==> src/rtl/cpu_run_ctrl_pkg.sv <==
// Shared encodings for the CPU run-control block: operator modes and FSM states.
package cpu_run_ctrl_pkg;

    typedef enum logic [1:0] {
        MODE_RUN      = 2'b00,
        MODE_STEP_CYC = 2'b01,
        MODE_STEP_INS = 2'b10,
        MODE_HALT     = 2'b11
    } mode_e;

    localparam logic [1:0] S_HALT = 2'd0;
    localparam logic [1:0] S_RUN  = 2'd1;
    localparam logic [1:0] S_STEP = 2'd2;
    localparam logic [1:0] S_INS  = 2'd3;

    // Every state except S_HALT lets the CPU advance.
    function automatic logic state_enables_cpu(input logic [1:0] s);
        return s != S_HALT;
    endfunction

endpackage

==> src/rtl/cpu_run_ctrl_if.sv <==
// Board-side signal bundle of cpu_run_ctrl: buttons, mode switches, CPU status in, enables/counters out.
interface cpu_run_ctrl_if #(
    parameter int BTN_N = 2,
    parameter int CNT_W = 8,
    parameter int PC_W  = 32
);
    logic [BTN_N-1:0] btn_raw;
    logic [1:0]       mode;
    logic             instr_done;
    logic [PC_W-1:0]  pc;
    logic             bp_en;
    logic [PC_W-1:0]  bp_addr;
    logic [BTN_N-1:0] btn_db;
    logic [BTN_N-1:0] btn_rise;
    logic             cpu_ce;
    logic             halted;
    logic             bp_hit;
    logic [CNT_W-1:0] cycle_cnt;
    logic [CNT_W-1:0] instr_cnt;

    modport slave (
        input  btn_raw, mode, instr_done, pc, bp_en, bp_addr,
        output btn_db, btn_rise, cpu_ce, halted, bp_hit, cycle_cnt, instr_cnt
    );

    modport master (
        output btn_raw, mode, instr_done, pc, bp_en, bp_addr,
        input  btn_db, btn_rise, cpu_ce, halted, bp_hit, cycle_cnt, instr_cnt
    );
endinterface

==> src/rtl/cpu_run_ctrl_db_chan.sv <==
// One push-button debounce channel: two-flop synchroniser, stability counter,
// debounced level and a registered one-cycle pulse on each accepted 0->1 change.
module db_chan #(
    parameter int DB_W = 16
) (
    input  logic clk,
    input  logic rst_n,
    input  logic raw,
    output logic level,
    output logic rise
);
    logic            sync1_reg;
    logic            sync2_reg;
    logic [DB_W-1:0] cnt_reg;
    logic            level_reg;
    logic            rise_reg;

    always_ff @(posedge clk or negedge rst_n) begin
        if (!rst_n) begin
            sync1_reg <= 1'b0;
            sync2_reg <= 1'b0;
            cnt_reg   <= '0;
            level_reg <= 1'b0;
            rise_reg  <= 1'b0;
        end else begin
            sync1_reg <= raw;
            sync2_reg <= sync1_reg;
            rise_reg  <= 1'b0;
            if (sync2_reg == level_reg) begin
                cnt_reg <= '0;
            end else if (&cnt_reg) begin
                // Input held the new value for 2^DB_W cycles: accept it.
                level_reg <= ~level_reg;
                cnt_reg   <= '0;
                rise_reg  <= ~level_reg;
            end else begin
                cnt_reg <= cnt_reg + 1'b1;
            end
        end
    end

    assign level = level_reg;
    assign rise  = rise_reg;
endmodule

==> src/rtl/cpu_run_ctrl.sv <==
// Run control for the multi-cycle CPU: debounced buttons, clock-enable FSM, counters.
// Optional PC breakpoint comparator is built when CPU_RUN_CTRL_BP_EN is defined.
module cpu_run_ctrl
    import cpu_run_ctrl_pkg::*;
#(
    parameter int BTN_N = 2,
    parameter int DB_W  = 16,
    parameter int CNT_W = 8,
    parameter int PC_W  = 32
) (
    input logic           clk,
    input logic           rst_n,
    cpu_run_ctrl_if.slave bus
);
    logic [BTN_N-1:0] btn_db_w;
    logic [BTN_N-1:0] btn_rise_w;

    genvar gi;
    generate
        for (gi = 0; gi < BTN_N; gi++) begin : g_db
            db_chan #(.DB_W(DB_W)) u_db_chan (
                .clk   (clk),
                .rst_n (rst_n),
                .raw   (bus.btn_raw[gi]),
                .level (btn_db_w[gi]),
                .rise  (btn_rise_w[gi])
            );
        end
    endgenerate

    logic [1:0]       state_reg, state_next;
    logic             cpu_ce_reg;
    logic             bp_hit_reg, bp_hit_next;
    logic [CNT_W-1:0] cycle_cnt_reg;
    logic [CNT_W-1:0] instr_cnt_reg;
    logic [PC_W-1:0]  pc_in;
    logic [PC_W-1:0]  bp_addr_in;
    logic             bp_match;
    mode_e            mode_in;

    assign pc_in      = bus.pc;
    assign bp_addr_in = bus.bp_addr;
    assign mode_in    = mode_e'(bus.mode);

`ifdef CPU_RUN_CTRL_BP_EN
    // The next fetch address is on pc during instr_done, so halting here keeps it unfetched.
    assign bp_match = bus.bp_en && bus.instr_done && (pc_in == bp_addr_in);
`else
    logic unused_bp;
    assign unused_bp = ^{bus.bp_en, pc_in, bp_addr_in};
    assign bp_match  = 1'b0;
`endif

    always_comb begin
        state_next  = state_reg;
        bp_hit_next = bp_hit_reg;
        case (state_reg)
            S_HALT: begin
                if (btn_rise_w[0]) begin
                    case (mode_in)
                        MODE_RUN: begin
                            state_next  = S_RUN;
                            bp_hit_next = 1'b0;
                        end
                        MODE_STEP_CYC: state_next = S_STEP;
                        MODE_STEP_INS: state_next = S_INS;
                        default:       state_next = S_HALT;
                    endcase
                end
            end
            S_STEP: state_next = S_HALT;
            S_INS: begin
                if (bus.instr_done) state_next = S_HALT;
            end
            S_RUN: begin
                if (bp_match) begin
                    state_next  = S_HALT;
                    bp_hit_next = 1'b1;
                end else if (mode_in != MODE_RUN) begin
                    state_next = S_HALT;
                end
            end
            default: state_next = S_HALT;
        endcase
    end

    always_ff @(posedge clk or negedge rst_n) begin
        if (!rst_n) begin
            state_reg     <= S_HALT;
            cpu_ce_reg    <= 1'b0;
            bp_hit_reg    <= 1'b0;
            cycle_cnt_reg <= '0;
            instr_cnt_reg <= '0;
        end else begin
            state_reg  <= state_next;
            cpu_ce_reg <= state_enables_cpu(state_next);
            bp_hit_reg <= bp_hit_next;
            if (cpu_ce_reg) begin
                cycle_cnt_reg <= cycle_cnt_reg + 1'b1;
                if (bus.instr_done) instr_cnt_reg <= instr_cnt_reg + 1'b1;
            end
        end
    end

    assign bus.btn_db    = btn_db_w;
    assign bus.btn_rise  = btn_rise_w;
    assign bus.cpu_ce    = cpu_ce_reg;
    assign bus.halted    = (state_reg == S_HALT);
    assign bus.bp_hit    = bp_hit_reg;
    assign bus.cycle_cnt = cycle_cnt_reg;
    assign bus.instr_cnt = instr_cnt_reg;
endmodule

==> src/flat_wrapper.sv <==
// flat-port wrapper written by rule: the top's interface ports become plain ports
module cpu_run_ctrl_flat import cpu_run_ctrl_pkg::*;
#(
    parameter int BTN_N = 2,
    parameter int DB_W  = 16,
    parameter int CNT_W = 8,
    parameter int PC_W  = 32
)
  (clk, rst_n, bus_btn_raw, bus_mode, bus_instr_done, bus_pc, bus_bp_en, bus_bp_addr, bus_btn_db, bus_btn_rise, bus_cpu_ce, bus_halted, bus_bp_hit, bus_cycle_cnt, bus_instr_cnt);
  cpu_run_ctrl_if #(.BTN_N(BTN_N), .CNT_W(CNT_W), .PC_W(PC_W)) bus_i ();
  input logic clk;
  input logic rst_n;
  input wire logic [$bits(bus_i.btn_raw)-1:0] bus_btn_raw;
  input wire logic [$bits(bus_i.mode)-1:0] bus_mode;
  input wire logic [$bits(bus_i.instr_done)-1:0] bus_instr_done;
  input wire logic [$bits(bus_i.pc)-1:0] bus_pc;
  input wire logic [$bits(bus_i.bp_en)-1:0] bus_bp_en;
  input wire logic [$bits(bus_i.bp_addr)-1:0] bus_bp_addr;
  output wire logic [$bits(bus_i.btn_db)-1:0] bus_btn_db;
  output wire logic [$bits(bus_i.btn_rise)-1:0] bus_btn_rise;
  output wire logic [$bits(bus_i.cpu_ce)-1:0] bus_cpu_ce;
  output wire logic [$bits(bus_i.halted)-1:0] bus_halted;
  output wire logic [$bits(bus_i.bp_hit)-1:0] bus_bp_hit;
  output wire logic [$bits(bus_i.cycle_cnt)-1:0] bus_cycle_cnt;
  output wire logic [$bits(bus_i.instr_cnt)-1:0] bus_instr_cnt;
  assign bus_i.btn_raw = bus_btn_raw;
  assign bus_i.mode = bus_mode;
  assign bus_i.instr_done = bus_instr_done;
  assign bus_i.pc = bus_pc;
  assign bus_i.bp_en = bus_bp_en;
  assign bus_i.bp_addr = bus_bp_addr;
  assign bus_btn_db = bus_i.btn_db;
  assign bus_btn_rise = bus_i.btn_rise;
  assign bus_cpu_ce = bus_i.cpu_ce;
  assign bus_halted = bus_i.halted;
  assign bus_bp_hit = bus_i.bp_hit;
  assign bus_cycle_cnt = bus_i.cycle_cnt;
  assign bus_instr_cnt = bus_i.instr_cnt;
  cpu_run_ctrl #(.BTN_N(BTN_N), .DB_W(DB_W), .CNT_W(CNT_W), .PC_W(PC_W)) u_core (.clk(clk), .rst_n(rst_n), .bus(bus_i));
endmodule
==> config.mk <==
export PLATFORM = sky130hd
export DESIGN_NAME = cpu_run_ctrl_flat
export DESIGN_NICKNAME = d
export VERILOG_FILES = /design/src/rtl/cpu_run_ctrl_pkg.sv /design/src/rtl/cpu_run_ctrl_if.sv /design/src/rtl/cpu_run_ctrl_db_chan.sv /design/src/rtl/cpu_run_ctrl.sv /design/src/flat_wrapper.sv
export SDC_FILE = /design/constraint.sdc
export NUM_CORES = 1
export LEC_CHECK = 0
export ABC_AREA = 1
export CAP_MARGIN = 20
export CELL_PAD_IN_SITES_DETAIL_PLACEMENT = 1
export CELL_PAD_IN_SITES_GLOBAL_PLACEMENT = 2
export CORE_MARGIN = 8
export CORE_UTILIZATION = 26
export CTS_CLUSTER_SIZE = 28
export DETAILED_ROUTE_END_ITERATION = 16
export GPL_ROUTABILITY_DRIVEN = 0
export PLACE_DENSITY = 0.77
export SYNTH_ARGS = -nofsm -noshare
export SYNTH_HDL_FRONTEND = slang
export SYNTH_SLANG_ARGS = --single-unit
export TNS_END_PERCENT = 50
==> constraint.sdc <==
create_clock -name clk -period 1.8 [get_ports clk]
set_input_delay 0.18 -clock clk [delete_from_list [all_inputs] [get_ports clk]]
set_output_delay 0.18 -clock clk [all_outputs]
set_load 0.005 [all_outputs]
* Word-level counts from Yosys, hierarchy flattened *
Index checks and enable logic that the tools add are counted.

word-level totals
  word-level logic and storage cells = 51
  flip-flop bits (word level) = 59
  input port bits = 72

operators by class
  equal/unequal tests = 7
  bitwise logic cells = 4
  muxes and demuxes = 13
  add/sub/neg operators = 4
  reduce and logical (&&, ||, !) cells = 9

operators by type and width
  operator                                                         number
  16-bit 2-to-1 mux                                                4
  17-bit AND reduction                                             2
  16-bit by 1-bit adder with 16-bit output, second input constant  2
  16-bit AND reduction                                             2
  8-bit by 1-bit adder with 8-bit output, second input constant    2
  2-bit one-hot mux with 4 select lines                            1
  2-bit == test, second input constant                             3
  2-bit 2-to-1 mux                                                 3
  2-bit one-hot mux with 3 select lines                            1
  2-bit by 1-bit == test with 1-bit output, second input constant  2
  2-bit logical NOT                                                2
  1-bit 2-to-1 mux                                                 4
  1-bit inverter                                                   4
  2-bit nonzero test                                               2
  1-bit == test                                                    2
  2-bit AND reduction                                              1

* Longest topological paths before layout *
Gate-level depths: netlist of run 1.

  word-level depth = 5
  depth in mapped cells = 7

* Cells and area by module *
Synthesis of run 1 repeated with hierarchy kept, for this count alone.

second synthesis, totals
  cell total of the unflattened synthesis = 358
  area, all modules = 3022.9 um^2

modules (own cells, without submodules)
  module        cells each  instances  sequential area each (um^2)  area each (um^2)
  db_chan       123         2          500.5                        1017.2
  cpu_run_ctrl  112         1          475.5                        988.4

* Worst setup path after synthesis of run 1 *
Ideal clock, no wire load.

  path kind = register to register
  start = register u_core.g_db[1].u_db_chan.cnt_reg[0]
  end = register u_core.g_db[1].u_db_chan.cnt_reg[13]
  cell stages (with the launch flop) = 7
  required time = 1.678 ns
  path slack = 0.526 ns
  arrival = 1.152 ns
  path buffers = 0
  period minus slack after synthesis = 1.274 ns
  cells stage by stage = dfrtp_1 ha_1 nand2_1 nor2_2 nand4_1 nand2_2 nor2_1

on the way
  word-level cells in the longest chain between the ends = 3
  elaborated cells on any way between the ends = 4

ends and longest elaborated chain
  what                                                                                     line                                                    text
  start, declared                                                                          cpu_run_ctrl_db_chan.sv:14                              logic [DB_W-1:0] cnt_reg;
  start signal, assigned                                                                   cpu_run_ctrl_db_chan.sv:37                              cnt_reg <= cnt_reg + 1'b1;
  16-bit by 1-bit adder with 16-bit output / 16-bit AND reduction (equally long branches)  cpu_run_ctrl_db_chan.sv:37, cpu_run_ctrl_db_chan.sv:31
  16-bit 2-to-1 mux (*)                                                                    cpu_run_ctrl_db_chan.sv:31                              end else if (&cnt_reg) begin
  16-bit 2-to-1 mux (*)                                                                    cpu_run_ctrl_db_chan.sv:29                              if (sync2_reg == level_reg) begin

Mark *: on every way between the ends. The rest lies on a longest branch, timed or not.
A chain may end at the register's enable or synchronous reset.

* Final worst setup path of run 1 *
  start = register u_core.state_reg[1]
  end = output port bus_halted

on the way
  word-level cells in the longest chain between the ends = 1

ends and longest elaborated chain
  what                    line                 text
  start, declared         cpu_run_ctrl.sv:31   logic [1:0] state_reg, state_next;
  start signal, assigned  cpu_run_ctrl.sv:95   state_reg <= state_next;
  2-bit logical NOT       cpu_run_ctrl.sv:108  assign bus.halted = (state_reg == S_HALT);
  end, declared           flat_wrapper.sv:22   output wire logic [$bits(bus_i.halted)-1:0] bus_halted;

No other way between the ends.

==> impl_results.md, run 1 <==
- DP Wirelength: 5.125 mm
- Cts bufs inserted: 9
- Most frequent cells in the layout: nand2_1, nor2_1, dfrtp_1
- IO buf count: 28
- DIE HEIGHT: roughly 120 um
- Setup CP Type: flop to output port
- Longest Clk Path Bufs: 2
- Layout cell share with drive strength beyond 1: 9.026%
- Fin util: between 30% and 40%
- Ys Warns: 0
- Drt total wl: 6.787 mm
- CTS tree: yes
- Crit. End Element: output port
- Root buf cell: clkbuf_16
- Sequential-to-total area share from yosys stat: about half
- Maximum number of pins on one net before global-route repair: 37
- Worst-path clk slew: 0.05 ns
- Flop2flop setup slack: roughly 0.36 ns
- First-pass GRT wire length: 12.25 mm
- Post-DRT Antenna Nets: 0
- CP startpoint: u_core.state_reg[1]$_DFF_PN0_
- Worst skew pair latency: about 0.32 ns
- Core Region: 11,370 um^2
- Synthesized cell area: ~3000 um^2
- Fin Setup TNS: 0 ns
- Yosys cell types: 24
- Total track usage: 10.07%
- Cells after Synth: ~380
- #FFs+latches synth: between 50 and 60
- Net Count, Synth: 452
- CP max FO: 3
- WL per Instance: approximately 12 um
- DIE AREA: 15,330 um^2
- Setup violations, final: 0
- Row cnt: 39
- Area grow syn2layout: 26.20%
- Drt initial violations: 87
- Worst Path Arrival: 1.44 ns
- Final hold violations: 0
- HP Class: primary input to asynchronous set/reset pin
- Drt first pass iters: 4
- I/O pins: 95
- Total grt overflow: 0
- Initial core utilization: about a quarter
- # nets final: 493
- Antenna cells: 0
- Max reg flops: 32
- RSZ-0062 raised after global routing: no
- Clock Skews: 0.004265 ns
- FF-to-FF Start: u_core.g_db[1].u_db_chan.cnt_reg[0]$_DFF_PN0_
- Routed via count: approximately 2,400
- Initial antenna violation count: 0
- Startpoint types: flop
- Fin. max-slew vios: 0
- Final Critical Period: 1.618 ns
- Clk sinks: 59
- Post-cts resize count: 0
- Max H-tree Level: 3
- F_max: roughly 620 MHz
- Critical Path RT: 1.62 ns
- Commonest non-fill, non-tap cell in the layout: nand2_1
- PwrDens: 836.9 nW/um^2
- Maximum vdd drop: 487.8 uV
- Via-to-Cell Ratio: 4.298
- Residual DRC count: 0
- Setup bufs post-CTS: 0
- Final worst path period share: 89.90%
- Syn avg cell area: 8.061 um^2
- Vias in the first global route: 2,628
- Status: complete, no violations
- Number of hold buffers added after CTS: 1
- MaxCap Viol Count: 0
- LEAKAGE: ~1.8 nW
- Die X: 123.8 um
-- final timing paths --
| path | end | depth (start not counted) |
|---|---|---|
| max | bus_halted | 2 |
| min | u_core.bus.cycle_cnt[6]$_DFFE_PN0P_ | 2 |
| max reg2reg | u_core.g_db[1].u_db_chan.cnt_reg[15]$_DFF_PN0_ | 6 |
| min reg2reg | u_core.g_db[0].u_db_chan.sync2_reg$_DFF_PN0_ | 0 |
| max in group asynchronous | u_core.g_db[0].u_db_chan.cnt_reg[4]$_DFF_PN0_ | 3 |
| min in group clk | u_core.g_db[0].u_db_chan.sync1_reg$_DFF_PN0_ | 1 |
-- stage by stage --
step	hold slack (ns)	setup slack, ns	power (mW)	std cells	cell area (um^2)
6_report	0.2485	0.1819	3.193	564	3815
5_1_grt	0.2603	0.07862	3.319	564	3815
4_1_cts	0.2511	0.1521	3.247	564	3815
3_5_place_dp	0.06315	0.3125	1.474	547	3497
3_3_place_gp	0.05942	0.3582	1.470	547	3497
2_1_floorplan	-0.1156	0.5262	1.409	375	3023
-- metal layers --
layer	vias to the layer above	wire length [um]	track usage, %	part of all wire, %
li1	1235	-	-	-
met1	1157	3046	11.61	45
met4	0	31	2.257	0.46
met5	-	0	0	0
met3	4	337	3.944	5.0
met2	28	3372	17.24	50
-- critical path, cell delays in order, from the launching register on --
cell and delay [ns]:
dfrtp_1 0.37, nor2_1 0.20, clkdlybuf4s50_1 0.54
-- kinds of logic (layout without fill, tap and decap cells) --
group	count (synthesis)	count (layout)	synth area share [%]
flops	59	59	48.84
other cells	1	1	0.1241
xor+xnor	24	24	6.954
buf+inv	54	100	7.326
simple gates	224	224	33.03
fa+ha+maj	5	5	2.070
compound gates	8	8	1.656
-- power breakdown --
part           internal (mW)  switching, mW  leakage [nW]
Combinational         0.0340         0.0573         0.794
Clock                   1.18          0.560         0.150
Sequential              1.34         0.0127         0.810
Total                   2.56          0.630          1.75
-- final cells by class --
class | instances | area, um^2
Multi-Input combinational cell | 262 | 1325
Tap cell | 143 | 178.9
Sequential cell | 59 | 1476
Fill cell | 1383 | 7555
Clock buffer | 15 | 277.8
Timing Repair Buffer | 35 | 342.8
Clock inverter | 1 | 30.03
Inverter | 49 | 183.9
-- synth_stat cells --
library cell | number | area [um^2]
nand2_1 | 99 | 371.6
nor2_1 | 62 | 232.7
dfrtp_1 | 59 | 1476
inv_1 | 48 | 180.2
nand3_1 | 26 | 130.1
nand4_1 | 12 | 75.07
xnor2_1 | 12 | 105.1
xor2_1 | 12 | 105.1
nor2_2 | 9 | 56.30
buf_4 | 5 | 37.54
ha_1 | 5 | 62.56
a21oi_1 | 4 | 20.02
nand3b_1 | 4 | 30.03
o21bai_1 | 4 | 30.03
nand2_2 | 3 | 18.77
nor3_1 | 2 | 10.01
nor3b_1 | 2 | 15.01
conb_1 | 1 | 3.750
inv_2 | 1 | 3.750
nand2_4 | 1 | 11.26
nand3_2 | 1 | 10.01
nor2_4 | 1 | 11.26
nor3_2 | 1 | 10.01
nor3_4 | 1 | 16.27
Power figures use the tool's default switching activity.
==> run 2: changes to the inputs <==
Settings changed: GPL_TIMING_DRIVEN set to 0.
==> run 2 against run 1 <==
Effect of this change:
- via count increased by 0.62%
- final area is 1.1% lower
- non-clock buffer count decreased by 1
- fmax is 0.56% higher
- power fell by 4.4%
- register-to-register slack worse by 0.15 ns
==> impl_results.md, run 2 (same netlist as run 1, synthesis figures left out) <==
- Status: complete, no violations
- Setup CP Type: flop to output port
- Max reg flops: 32
- PwrDens: 808.6 nW/um^2
- Drt total wl: 6.713 mm
- Finished Cell Area: 3774 um^2
- Layout cell share with drive strength beyond 1: 8.831%
- DIE AREA: around 15,000 um^2
- Drt initial violations: 112
- Fin. max-slew vios: 0
- Fillers: ~1,400
- Residual DRC count: 0
- DP Wirelength: about 5.0 mm
- Sequential Power Share: 44.5%
- # nets final: ~500
- Actual slew at the worst max-slew pin: 0.7841 ns
- First-pass GRT wire length: 11.85 mm
- Final Critical Period: 1.609 ns
- DP Area: 3480 um^2
- Cts bufs inserted: 9
- P_int: 2.430 mW
- Max H-tree Level: 3
- Sw Share: between 20% and 30%
- Maximum vdd drop: 552.9 uV
- CP max FO: 3
- LEAKAGE: 1.739 nW
- Total track usage: approximately a tenth
- Setup violations, final: 0
- NetSw: 0.6218 mW
- Critical Path RT: 1.62 ns
- Worst skew pair latency: 0.32 ns
- Routed via count: ~2,400
- RSZ-0062 raised after global routing: no
- Relative slew slack: 47.73%
- Post-DRT Antenna Nets: 0
- Total grt overflow: 0
- Crit. End Element: output port
- Startpoint types: flop
- Via-to-Cell Ratio: 4.340
- Worst-path clk slew: 0.05 ns
- Max Used Layer: met4
- Met3 WL post-DR: 319 um
- Most frequent cells in the layout: nand2_1, nor2_1, dfrtp_1
- Drt first pass iters: 4
- WL per Instance: 11.94 um
- Combinational Power Share: 2.8%
- Worst Path Arrival: 1.43 ns
- IO buf count: 28
- Die X: 123.8 um
- Area grow syn2layout: 24.83%
- Initial core utilization: 26.59%
- Number of cells after detailed placement: 546
- Longest Clk Path Bufs: 2
- Final worst path period share: 89.39%
- Initial antenna violation count: 0
- Core Region: 11,370 um^2
- Hold slack: 0.3029 ns
- Final hold violations: 0
- Antenna cells: 0
- F_max: between 600 and 700 MHz
- I/O pins: 95
- Root buf cell: clkbuf_16
- Met2 wire len: 3.351 mm
- MaxCap Viol Count: 0
- HP Class: primary input to flop
- Row cnt: 39
- Clk sinks: 59
- DIE HEIGHT: 123.8 um
- Post-Layout Cell Count: 562
- Vias in the first global route: 2,587
- CTS tree: yes
- Commonest non-fill, non-tap cell in the layout: nand2_1
- Clock power share: 52.8%
- Metal-1 WL: 2.999 mm
- Clock Skews: ~0.0047 ns
- Maximum number of pins on one net before global-route repair: 60
==> run 2: per-stage QoR <==
stage	setup TNS, ns	setup slack, ns	total power [mW]	util (%)
floorplan	0	0.5262	1.409	-
CTS	0	0.1264	3.119	33.12
global route	0	0.05953	3.196	33.19
finish	0	0.1910	3.051	33.19
global placement	-89.53	-1.521	1.463	30.63
detailed placement	0	0.1481	1.465	30.60
==> run 2: final timing paths <==
kind / from / to / slack, ns / cells past startpoint
min in group asynchronous: rst_n / u_core.g_db[1].u_db_chan.cnt_reg[15]$_DFF_PN0_ / 0.49 / 2
min: bus_btn_raw[1] / u_core.g_db[1].u_db_chan.sync1_reg$_DFF_PN0_ / 0.30 / 1
min reg2reg: u_core.g_db[0].u_db_chan.sync1_reg$_DFF_PN0_ / u_core.g_db[0].u_db_chan.sync2_reg$_DFF_PN0_ / 0.35 / 0
max reg2reg: u_core.g_db[0].u_db_chan.level$_DFFE_PN0P_ / u_core.g_db[0].u_db_chan.cnt_reg[15]$_DFF_PN0_ / 0.21 / 4
max in group asynchronous: rst_n / u_core.g_db[0].u_db_chan.sync2_reg$_DFF_PN0_ / 0.80 / 2
max: u_core.state_reg[0]$_DFF_PN0_ / bus_halted / 0.19 / 2
==> run 2: metal layers <==
metal / GRT usage, % / up-vias
met2: 17.28 / 28
li1: - / 1234
met5: 0 / -
met4: 2.257 / 0
met3: 3.672 / 7
met1: 10.67 / 1170
==> run 2: power groups by stage <==
stage / sequential [mW] / combinational [mW] / clock, mW
3_3_place_gp: 1.38 / 0.0852 / 0
4_1_cts: 1.36 / 0.0881 / 1.67
6_report: 1.36 / 0.0841 / 1.61
2_1_floorplan: 1.38 / 0.0335 / 0
5_1_grt: 1.36 / 0.0988 / 1.74
3_5_place_dp: 1.38 / 0.0859 / 0
==> run 2: cell type report <==
cell class                      count  area, um^2  area share [%]
Buffer                              5       37.54          0.9947
Clock buffer                       12       236.5           6.267
Clock inverter                      3       40.04           1.061
Inverter                           49       183.9           4.874
Multi-Input combinational cell    262        1333           35.31
Sequential cell                    59        1476           39.12
Tap cell                          143       178.9           4.741
Timing Repair Buffer               29       287.8           7.626
==> run 2: critical path: stages, from the launching register on <==
cell and delay (ns):
dfrtp_1 0.39, nor2_1 0.18, clkdlybuf4s50_1 0.54
==> run 2: timing repair <==
| item | in CTS | in global routing |
|---|---|---|
| hold endpoints to repair | 59 | 0 |
| buffers inserted | 0 | 0 |
| hold buffers | 1 | 0 |
| resized for setup | 0 | 1 |
| setup endpoints to repair | 0 | 4 |
==> run 3: changes to the inputs <==
Settings changed: GPL_TIMING_DRIVEN 0 to unset.
==> results of run 3 <==
Same layout as run 1: the final DEF is identical, and so are final timing and power.
